## config.mk

```make
export PLATFORM = sky130hd
export DESIGN_NAME = led_frame_loader
export DESIGN_NICKNAME = d
export VERILOG_FILES = /design/src/rtl/led_panel_pkg.sv /design/src/rtl/led_spi_rx.sv /design/src/rtl/led_frame_loader.sv
export SDC_FILE = /design/constraint.sdc
export NUM_CORES = 1
export LEC_CHECK = 0
export ABC_AREA = 1
export CAP_MARGIN = 20
export CORE_MARGIN = 3
export CORE_UTILIZATION = 63
export CTS_CLUSTER_SIZE = 14
export DETAILED_ROUTE_END_ITERATION = 8
export PLACE_DENSITY_LB_ADDON = 0.05
export SYNTH_ARGS = -nofsm -noshare
export SYNTH_HDL_FRONTEND = slang
export SYNTH_SLANG_ARGS = --single-unit
export TNS_END_PERCENT = 5
```

## constraint.sdc

```tcl
create_clock -name clk -period 2.6 [get_ports clk]
set_input_delay 0.52 -clock clk [delete_from_list [all_inputs] [get_ports clk]]
set_output_delay 0.52 -clock clk [all_outputs]
set_load 0.02 [all_outputs]
```

## src/rtl/led_panel_pkg.sv

```systemverilog
// led_panel_pkg: shared panel geometry, command opcodes and row type
package led_panel_pkg;
  localparam int PANEL_ROWS = 16;
  localparam int PANEL_COLS = 16;
  localparam logic [3:0] OP_WRITE  = 4'h1;
  localparam logic [3:0] OP_COMMIT = 4'h2;
  localparam logic [3:0] OP_CLEAR  = 4'h3;
  localparam logic [3:0] OP_FILL   = 4'h4;
  typedef logic [PANEL_COLS-1:0] row_t;
  function automatic logic op_known(input logic [3:0] op);
    return op == OP_WRITE || op == OP_COMMIT || op == OP_CLEAR || op == OP_FILL;
  endfunction
endpackage

```

## src/rtl/led_spi_rx.sv

```systemverilog
// led_spi_rx: synchronises the host serial link and frames 24-bit command words
module led_spi_rx #(
  parameter int SYNC_STAGES = 2,
  parameter int WORD_BITS   = 24
) (
  input  logic                 clk,
  input  logic                 reset_n,
  input  logic                 spi_sck_in,
  input  logic                 spi_sdi_in,
  input  logic                 spi_csn_in,
  output logic                 word_valid_out,
  output logic                 word_err_out,
  output logic [WORD_BITS-1:0] word_out
);
  localparam logic [4:0] FULL = 5'(WORD_BITS);
  logic [SYNC_STAGES-1:0] sck_sync_q, sck_sync_d, sdi_sync_q, sdi_sync_d, csn_sync_q, csn_sync_d;
  logic                   sck_prev_q, csn_prev_q;
  logic [WORD_BITS-1:0]   sr_q, sr_d;
  logic [4:0]             bit_cnt_q, bit_cnt_d;
  logic                   word_valid_q, word_valid_d, word_err_q, word_err_d;
  logic                   sck_s, sdi_s, csn_s, shift_en, csn_fall, csn_rise;
  // Synchroniser shifts, edge detection, serial shift and word framing
  always_comb begin
    sck_sync_d   = {sck_sync_q[SYNC_STAGES-2:0], spi_sck_in};
    sdi_sync_d   = {sdi_sync_q[SYNC_STAGES-2:0], spi_sdi_in};
    csn_sync_d   = {csn_sync_q[SYNC_STAGES-2:0], spi_csn_in};
    sck_s        = sck_sync_q[SYNC_STAGES-1];
    sdi_s        = sdi_sync_q[SYNC_STAGES-1];
    csn_s        = csn_sync_q[SYNC_STAGES-1];
    shift_en     = sck_s & ~sck_prev_q & ~csn_s;
    csn_fall     = ~csn_s & csn_prev_q;
    csn_rise     = csn_s & ~csn_prev_q;
    sr_d         = shift_en ? {sr_q[WORD_BITS-2:0], sdi_s} : sr_q;
    bit_cnt_d    = csn_fall ? 5'd0 : (shift_en && bit_cnt_q != 5'd31) ? bit_cnt_q + 5'd1 : bit_cnt_q;
    word_valid_d = csn_rise & (bit_cnt_q == FULL);
    word_err_d   = csn_rise & (bit_cnt_q != FULL);
  end
  // csn resets to idle-high so a released reset never fakes a word boundary
  always_ff @(posedge clk or negedge reset_n) begin
    if (!reset_n) begin
      sck_sync_q   <= '0;
      sdi_sync_q   <= '0;
      csn_sync_q   <= '1;
      sck_prev_q   <= 1'b0;
      csn_prev_q   <= 1'b1;
      sr_q         <= '0;
      bit_cnt_q    <= '0;
      word_valid_q <= 1'b0;
      word_err_q   <= 1'b0;
    end else begin
      sck_sync_q   <= sck_sync_d;
      sdi_sync_q   <= sdi_sync_d;
      csn_sync_q   <= csn_sync_d;
      sck_prev_q   <= sck_s;
      csn_prev_q   <= csn_s;
      sr_q         <= sr_d;
      bit_cnt_q    <= bit_cnt_d;
      word_valid_q <= word_valid_d;
      word_err_q   <= word_err_d;
    end
  end
  assign word_valid_out = word_valid_q;
  assign word_err_out   = word_err_q;
  assign word_out       = sr_q;
endmodule

```

## src/rtl/led_frame_loader.sv

```systemverilog
// led_frame_loader: decodes host commands into a double-buffered 16x16 frame store
module led_frame_loader
  import led_panel_pkg::*;
#(
  parameter int SYNC_STAGES = 2,
  parameter int WORD_BITS   = 24
) (
  input  logic       clk,
  input  logic       reset_n,
  input  logic       spi_sck_in,
  input  logic       spi_sdi_in,
  input  logic       spi_csn_in,
  input  logic       frame_sync_in,
  input  logic [3:0] rd_row_in,
  input  logic [3:0] rd_col_in,
  output logic       rd_pix_out,
  output logic       swap_done_out,
  output logic       cmd_err_out,
  output logic       busy_out
);
  logic        word_valid, word_err;
  logic [23:0] word;
  row_t        buf_q [2][PANEL_ROWS];
  row_t        buf_d [2][PANEL_ROWS];
  logic        sel_q, sel_d, pending_q, pending_d, swap_done_q, swap_done_d, cmd_err_q, cmd_err_d;
  logic [3:0]  op, row;
  row_t        data;
  logic        back, swap, wr_row;
  led_spi_rx #(.SYNC_STAGES(SYNC_STAGES), .WORD_BITS(WORD_BITS)) u_rx (
    .clk            (clk),
    .reset_n        (reset_n),
    .spi_sck_in     (spi_sck_in),
    .spi_sdi_in     (spi_sdi_in),
    .spi_csn_in     (spi_csn_in),
    .word_valid_out (word_valid),
    .word_err_out   (word_err),
    .word_out       (word)
  );
  // Command decode into the back buffer (pre-swap select) and frame-boundary swap
  always_comb begin
    op          = word[23:20];
    row         = word[19:16];
    data        = word[15:0];
    back        = ~sel_q;
    swap        = frame_sync_in & pending_q;
    buf_d       = buf_q;
    wr_row      = 1'b0;
    for (int r = 0; r < PANEL_ROWS; r++) begin
      wr_row = word_valid & ((op == OP_WRITE && row == 4'(r)) || op == OP_CLEAR || op == OP_FILL);
      if (wr_row) buf_d[back][r] = (op == OP_CLEAR) ? '0 : data;
    end
    pending_d   = (word_valid && op == OP_COMMIT) | (pending_q & ~swap);
    sel_d       = sel_q ^ swap;
    swap_done_d = swap;
    cmd_err_d   = word_err | (word_valid & ~op_known(op));
  end
  // Frame store, select and registered status outputs
  always_ff @(posedge clk or negedge reset_n) begin
    if (!reset_n) begin
      buf_q       <= '{default: '0};
      sel_q       <= 1'b0;
      pending_q   <= 1'b0;
      swap_done_q <= 1'b0;
      cmd_err_q   <= 1'b0;
    end else begin
      buf_q       <= buf_d;
      sel_q       <= sel_d;
      pending_q   <= pending_d;
      swap_done_q <= swap_done_d;
      cmd_err_q   <= cmd_err_d;
    end
  end
  assign rd_pix_out    = buf_q[sel_q][rd_row_in][rd_col_in];
  assign swap_done_out = swap_done_q;
  assign cmd_err_out   = cmd_err_q;
  assign busy_out      = pending_q;
endmodule

```

==> results.txt, run 1 <==
- CP required: 2.08 ns
- Among all stages on the critical path, the largest delay is contributed by sky130_fd_sc_hd__dfrtp_4.
- CP Data Arrival Time: 2.84 ns
* Portion of the post-synthesis area used by sequential elements: 0.545
- Destination of the worst register-to-register timing path: buf_q[367]$_DFFE_PN0P_
- Derived from the worst setup path, the maximum achievable clock frequency is 297 MHz.
- Endpoint with the worst hold slack: u_rx.csn_sync_q[0]$_DFF_PN1_
- After synthesis the netlist holds a flip-flop and latch count of 555.
- For this block, the via count after detailed routing is 22300.
- Entering global routing, the biggest net connects about 80 pins.
- Startpoint Class: flip-flop
* Area of the multi-input gates: around 0.011 mm2
- Site Rows: 73
* Gate Count Post-Synth: 3115
- CTS buffer count: 56
- Yosys mapped a number of flops with a built-in enable equal to 0.
* Fill cell count: around 3000
* Number of vias per cell after detailed routing: 6.08
* Final worst-path cycle share: 1.29
* Antenna violations before repair: 0
- The tree is rooted in a sky130_fd_sc_hd__clkbuf_16.
- The number of hold violations in the final report is 0.
- Summed over all cells, the static leakage comes to 12.7 nW.
- Final critical-path required period: 3.36 ns
- In the final routing, the length of wire on met1 measures about 31000 um.
- Most frequent cells in the layout: sky130_fd_sc_hd__nand2_1, sky130_fd_sc_hd__dfrtp_1, sky130_fd_sc_hd__o21ai_1
- In the final timing run, aggregate negative setup slack is -0.762 ns.
- In this run, the number of DRC markers left after iteration 0 of detailed routing was 2509.
- After layout, the worst setup slack is -0.762 ns.
- The tool flagged a number of max-cap violations equal to 0.
- Area of the mapped netlist: 0.0255 mm2
- Number of pins with negative max-slew slack in the final report: 0
- Start point of the worst hold path: spi_csn_in
* Number of antenna diodes: 0
- Setup violations remaining at the end of the flow were counted as 1.
- Number of sinks on the clock net: 555
- Final hold analysis gives a worst-case slack of 0.320 ns.
* Mean Syn Cell Area: ~8 um2
- The total area inside the core boundary comes to 0.0398 mm2.
- Syn Nets: 3132
* Max-slew headroom at the worst pin: 0.479
* H-tree levels: 2
- The detailed router used layers up to and including met4.
- Detailed routing placed a total of approximately 34000 um of wire on met2.
* Simple-gate share of the synthesized area: 0.282
* Commonest non-fill, non-tap cell in the layout: sky130_fd_sc_hd__nand2_1
- Commonest register cell after synthesis: sky130_fd_sc_hd__dfrtp_1
- The critical path is of the reg -> out type.
- Clock latency on the worst-skew pair: 0.62 ns
* Post-layout total power: 19.4 mW
- TritonCTS built the clock tree.
* Aggregate global-route resource usage: 0.353
* Die Y-Extent: about 210 um
- Clk buf depth: 3
- In the final layout, the share of cells above drive strength 1 is 0.140.
- For this design the top-level I/O count stands at 18.
- WL per Instance: 20.7 um
- Number of distinct library cells after synthesis: 28
- The worst setup path is captured at an output pin.
- Final net count: 3113
- The signal on the critical path passes through inv_12 > buf_12 > clkbuf_16 > nand2_1 > nand3_1 > nand3_1 > nand3_1 > nand3_2 > nand3_1 > nand2_1 > nand2_1 > nand3_1 > nand2_1 > nand2_1 > nand2_2 > buf_6.
* Xor-xnor portion of the synthesized cell area: 0.000344
- Via count of the first global-routing pass: 21300
- Met3 wirelength from detailed routing: 8120 um
- Crit Reg-Reg Startpoint: u_rx.word_out[21]$_DFFE_PN0P_
- Failing checks: negative setup slack
- Counting instances, the worst hold path has a depth of 1.
- By area, the combinational part of the netlist is dominated by simple AND/OR/NAND/NOR gates.
- R2R Setup Slk: 0.20 ns
* Outcome: finished, violations left
* Port-buffer cells: 17
- After synthesis, the share of cell area in mux cells is 0.
- Worst Clk Skew: 0.0195 ns
* DRC violations left: 0
- During synthesis, Yosys emitted a total of 0 warnings.
- WL final: 75900 um
- Crit-path max cell delay: 0.57 ns
* Global-route wire length before repair: 120000 um
- After clock tree synthesis, the clock-pin slew on the worst setup and hold paths is 0.06 ns.
- Setup repair after global routing could not meet its margin everywhere.
* Die outline area: 0.0429 mm2
- Of the total synthesized cell area, the portion taken by full adders, half adders and majority gates is 0.00147.
- Summed over all layers, the global routing overflow is 0.
- Slew @ Worst Pin: roughly 0.8 ns
- Hold Crit Class: in -> reg
- Layout Area Growth over Synthesis: 15.6%
- Compound-gate portion of the synthesized area: 0.112
* Power density normalized to cell area: between 600 and 700 mW/mm2
* Share of async-settable or async-resettable flops after synthesis: 1.00
- Summing all flip-flop and latch instances after layout gives 0.0139 mm2.
- Before antenna repair, the detailed router went through 8 iterations.
* Detailed placer's ending HPWL: ~46000 um
- Cell count of the worst reg-to-reg path: 6
- Across the VDD grid, the largest voltage drop is around 0.00073 V.
- At the end of routability-driven placement, the weighted congestion stood at 0.901.
- Worst-path fanout max: 13
* Antenna-violating nets left: 0
* Initial core utilization: 0.640
* DIE WIDTH: 207 um
-- area by class of cell --
class,count,share of cell area
Clock inverter,15,0.00404
Multi-Input combinational cell,2226,0.359
Sequential cell,555,0.472
Timing Repair Buffer,189,0.0784
Inverter,68,0.00918
Clock buffer,85,0.0550
Tap cell,525,0.0223
-- how the worst max path moves through the flow --
| stage | end | cells past startpoint | slack (ns) | from |
|---|---|---|---|---|
| 3_5_place_dp | rd_pix_out | 12 | -0.76 | rd_row_in[2] |
| 5_1_grt | rd_pix_out | 16 | -0.90 | sel_q$_DFF_PN0_ |
| 2_1_floorplan | rd_pix_out | 13 | 0.24 | rd_row_in[0] |
| 4_1_cts | rd_pix_out | 17 | -0.74 | sel_q$_DFF_PN0_ |
| 6_report | rd_pix_out | 16 | -0.76 | sel_q$_DFF_PN0_ |
| 3_3_place_gp | rd_pix_out | 12 | -0.78 | rd_row_in[2] |
-- logic make-up after synthesis --
| family | count (synthesis) |
|---|---|
| buffers and inverters | 334 |
| xor gates and xnor gates | 1 |
| and+or+nand+nor | 1670 |
| DFF | 555 |
| adders and majority gates | 3 |
| AOI/OAI and AO/OA | 552 |
-- power by group --
group	leakage, nW	total, mW	internal [mW]	switching (mW)
combinational	4.12	2.95	1.00	1.95
clock	0.863	7.71	4.38	3.34
sequential	7.72	8.73	8.69	0.0399
total	12.7	19.4	14.1	5.33
-- flip-flops by register name, indices dropped and copies added, names as in the netlist, 2 cells and up --
signal           count
u_rx.bit_cnt_q       5
buf_q              512
u_rx.word_out       24
u_rx.csn_sync_q      2
u_rx.sdi_sync_q      2
u_rx.sck_sync_q      2
-- metrics by stage --
step	utilization	instances	area (um2)	setup slack (ns)
after CTS	0.734	3659	29200	-0.739
after detailed placement	0.672	3543	26700	-0.756
after floorplan	-	3115	25500	0.236
after global routing	0.740	3663	29400	-0.898
final	0.740	3663	29400	-0.762
after global placement	0.672	3543	26700	-0.782
-- metal layers --
| layer | global-route usage | vias up |
|---|---|---|
| li1 | - | 10300 |
| met1 | 0.510 | 10900 |
| met2 | 0.536 | 998 |
| met3 | 0.0872 | 145 |
| met4 | 0.108 | 0 |
| met5 | 0 | - |
-- worst max-delay path: cells and delay by family (launching register included) --
kind,cells,cell delay (ns)
and+or+nand+nor,12,1.09
DFF,1,0.57
buffers and inverters,4,0.57
-- cells in the mapped netlist (5+ instances only) --
library cell               number  share of area
sky130_fd_sc_hd__buf_1         39         0.0057
sky130_fd_sc_hd__buf_2        127          0.025
sky130_fd_sc_hd__buf_6          9         0.0040
sky130_fd_sc_hd__clkbuf_1      84          0.012
sky130_fd_sc_hd__clkbuf_2       5        0.00098
sky130_fd_sc_hd__dfrtp_1      552           0.54
sky130_fd_sc_hd__inv_1         59         0.0087
sky130_fd_sc_hd__inv_2          9         0.0013
sky130_fd_sc_hd__nand2_1     1080           0.16
sky130_fd_sc_hd__nand2_2       10         0.0025
sky130_fd_sc_hd__nand3_1      511           0.10
sky130_fd_sc_hd__nand3_2       30          0.012
sky130_fd_sc_hd__nor2_1        30         0.0044
sky130_fd_sc_hd__o21ai_0       68          0.013
sky130_fd_sc_hd__o21ai_1      454          0.089
sky130_fd_sc_hd__o21ai_2       26         0.0089
-- repair_timing --
action                     CTS  global route
hold endpoints to repair    32             0
gates cloned                 8             3
setup buffers                7             3
hold buffers                 1             0
gates resized for setup     96            29
pin swaps                    5            11
setup endpoints to repair    1             1
Power figures use the tool's default switching activity.
==> inputs of run 2 (changes only) <==
==> constraint.sdc (replaced) <==
create_clock -name clk -period 2.6 [get_ports clk]
set_input_delay 0.52 -clock clk [delete_from_list [all_inputs] [get_ports clk]]
set_output_delay 0.52 -clock clk [all_outputs]
set_load 0.01 [all_outputs]
==> run 2 against run 1 <==
Net effect:
- final area increased by 4.6%
- sequential cell count unchanged
- via count increased by 1.7%
- register-to-register slack about the same
- clock-buffer cell count increased by 1
- the run still ends with negative setup slack left
- non-clock buffer count increased by 4
- first-iteration DRC count increased by 16%
- combinational power increased by 15%
- hold slack improved by 0.0068 ns
- maximum frequency increased by 1.7%
- critical path depth unchanged
==> results.txt, run 2 (synthesis results as in run 1) <==
- The wire length on met3 was 7760 um (was 8120 um).
- The area inside the core boundary is 0.0398 mm2 (unchanged).
* CP required: 2.08 ns (about the same)
- The total power was 20.5 mW (was 19.4 mW).
- The final net count is 3117 (was 3113).
* Commonest non-fill, non-tap cell in the layout: sky130_fd_sc_hd__nand2_1 (unchanged)
- WL per Instance: 21.7 um (was 20.7 um)
- Antenna-violating nets left: 0 (unchanged)
- Maximum ir drop on the vdd rail: 0.000757 V (was 0.000731 V)
- The vertical extent of the die came to 207 um (unchanged).
- The buffering stage count on the worst path with inverters included was 4 (unchanged).
* Clock transition at the registers of the reported paths: 0.06 ns (about the same)
- The routability-driven placement congestion ratio came to 0.931 (was 0.901).
- The number of hold violations in the final report came to 0 (unchanged).
* Failing checks: negative setup slack (unchanged)
- The number of core rows was 73 (unchanged).
- Initial core utilization: 0.640 (unchanged)
- Max Fclk: 303 MHz (was 297 MHz)
* Layout Area Growth over Synthesis: 20.8% (was 15.6%)
- The topmost layer with routed signal wires is met4 (unchanged).
- Clock latency on the worst-skew pair: 0.61 ns (was 0.62 ns)
- The wire length of the first global-routing pass came to 122000 um (was 120000 um).
- The kind of cell with the highest combined delay on the critical path is simple AND/OR/NAND/NOR gates (unchanged).
- The overall track demand over capacity in global routing was 0.361 (was 0.353).
- The largest net degree at the start of global routing is 69 (was 78).
- Final standard cell area without fillers: 0.0308 mm2 (was 0.0294 mm2)
- Startpoint Class: flip-flop (unchanged)
- The total power divided by cell area is 664 mW/mm2 (was 659 mW/mm2).
* Final critical-path required period: 3.31 ns (was 3.36 ns)
- The share of the core filled with cells came to 0.773 (was 0.740).
* CP Data Arrival Time: 2.79 ns (was 2.84 ns)
* Register name with the most flops: buf_q (unchanged)
- Most common cell type on the critical path: sky130_fd_sc_hd__nand2_1
- The I/O pin count is 18 (unchanged).
- The category of the worst setup path capture point is an output pin (unchanged).
- The detailed-route vias per instance came to 6.17 (was 6.08).
- Number of flip-flops under the largest register name: 512 (unchanged)
- Final worst-path cycle share: 1.27 (was 1.29)
* Clk buf depth: 3 (unchanged)
- The final number of setup-violating endpoints is 1 (unchanged).
- Post-route setup slack: -0.705 ns (was -0.762 ns)
- The floorplan die width was 207 um (unchanged).
- The maximum fanout encountered on the critical timing path was 8 (was 13).
- The worst hold slack came to 0.327 ns (was 0.320 ns).
- The total clock buffers created by CTS was 54 (was 56).
- Number of pins with negative max-slew slack in the final report: 0 (unchanged)
- Detailed Routing Iterations Pass 1: 8 (unchanged)
- Unrepaired setup endpoints after global routing: true (unchanged).
* DRT met1 WL: 32200 um (was 31100 um)
- The post-route DRC violation count came to 0 (unchanged).
- The max-capacitance violation count was 0 (unchanged).
* Dpl cell area: 0.0268 mm2 (was 0.0267 mm2)
- Port-buffer cells: 17 (unchanged)
* Congestion Overflow GR: 0 (unchanged)
- Most frequent cells in the layout: sky130_fd_sc_hd__nand2_1, sky130_fd_sc_hd__dfrtp_1, sky130_fd_sc_hd__o21ai_1 (unchanged).
- The number of antenna violations at the first check in global routing was 0 (unchanged).
* Via count of the first global-routing pass: 21400 (was 21300)
* CTS tree: yes (unchanged)
- The kind of critical path is reg -> out (unchanged).
- Slew @ Worst Pin: 0.722 ns (was 0.780 ns)
- Max-slew headroom at the worst pin: 0.518 (was 0.479)
- The proportion of layout cells with a drive suffix above 1 came to 0.181 (was 0.140).
* Hold Crit Class: in -> reg (unchanged)
* Total via count after detailed routing: 22600 (was 22300)
- Detailed placer's ending HPWL: 45900 um (was 45700 um)
* Crit-path max cell delay: 0.52 ns (was 0.57 ns)
- Outcome: finished, violations left (unchanged).
- CTS Root Buffer Type: sky130_fd_sc_hd__clkbuf_16 (unchanged)
* First-iteration detailed-routing DRC count: 2905 (was 2509)
- Cell leakage power: 13.3 nW (was 12.7 nW)
* H-tree levels: 2 (unchanged)
- WL final: 79700 um (was 75900 um)
- The worst setup skew after layout came to 0.0230 ns (was 0.0195 ns).
- Cell-by-cell listing of the critical path: buf_12 > clkbuf_16 > clkbuf_16 > nand2_1 > nand3_1 > nand3_2 > nand3_2 > nand3_2 > nand3_1 > nand2_1 > nand2_1 > nand3_1 > nand2_1 > nand2_1 > nand2_2 > buf_6 (was inv_12 > buf_12 > clkbuf_16 > nand2_1 > nand3_1 > nand3_1 > nand3_1 > nand3_2 > nand3_1 > nand2_1 > nand2_1 > nand3_1 > nand2_1 > nand2_1 > nand2_2 > buf_6).
- The area of the die came to 0.0429 mm2 (unchanged).
- Met2 wire len: 36600 um (was 34400 um)
* Number of sinks on the clock net: 555 (unchanged)
- The worst slack at placement is -0.703 ns (was -0.756 ns).
* CP max-delay cell: sky130_fd_sc_hd__dfrtp_4 (unchanged)
==> run 2: power breakdown <==
group	switching, mW	internal [mW]
clock	3.37	4.96
combinational	2.16	1.24
sequential	0.0341	8.69
total	5.56	14.9
==> run 2: per-stage QoR <==
stage | std cells | setup TNS [ns]
6_report | 3670 | -0.705
5_1_grt | 3669 | -0.792
4_1_cts | 3657 | -0.652
3_5_place_dp | 3535 | -0.703
3_3_place_gp | 3535 | -0.719
2_1_floorplan | 3115 | 0
==> run 2: worst register-to-register path, stage by stage, from the launching register on <==
cell and delay [ns]:
sky130_fd_sc_hd__dfrtp_1 0.47, sky130_fd_sc_hd__nor4_2 0.47, sky130_fd_sc_hd__nor2_4 0.22, sky130_fd_sc_hd__nand2_2 0.19
sky130_fd_sc_hd__nand3_2 0.54, sky130_fd_sc_hd__nand2_1 0.26, sky130_fd_sc_hd__o21ai_1 0.10
==> run 2: final timing paths <==
kind	from	endpoint	slack [ns]	cells after the start
min	spi_csn_in	u_rx.csn_sync_q[0]$_DFF_PN1_	0.33	1
min reg2reg	u_rx.sck_sync_q[0]$_DFF_PN0_	u_rx.sck_sync_q[1]$_DFF_PN0_	0.35	0
max in group asynchronous	reset_n	buf_q[49]$_DFFE_PN0P_	1.20	3
min in group asynchronous	reset_n	buf_q[90]$_DFFE_PN0P_	0.49	2
max reg2reg	u_rx.word_out[21]$_DFFE_PN0P_	buf_q[490]$_DFFE_PN0P_	0.20	6
max	sel_q$_DFF_PN0_	rd_pix_out	-0.71	16
==> run 2: cell type report <==
class / instances / area (um2)
flip-flops and latches: 555 / 13900
multi-input cells: 2226 / 11300
fillers: 2761 / 9030
repair buffers: 193 / 2720
clock buffers: 86 / 1660
well taps: 525 / 657
inverters: 68 / 274
clock inverters: 14 / 226
repair inverters: 2 / 46.3
diodes: 1 / 2.50
==> run 2: metal layers <==
| metal | GRT usage | vias to the layer above |
|---|---|---|
| met1 | 0.506 | 11000 |
| met2 | 0.546 | 1133 |
| li1 | - | 10300 |
| met3 | 0.0848 | 212 |
| met5 | 0 | - |
| met4 | 0.155 | 0 |
==> run 2: repair_timing <==
item,4_1_cts,5_1_grt
resized for setup,125,185
hold endpoints to repair,45,0
setup endpoints to repair,1,8
hold buffers,1,0
buffers inserted,8,4
cloned,13,11
pin swaps,7,86
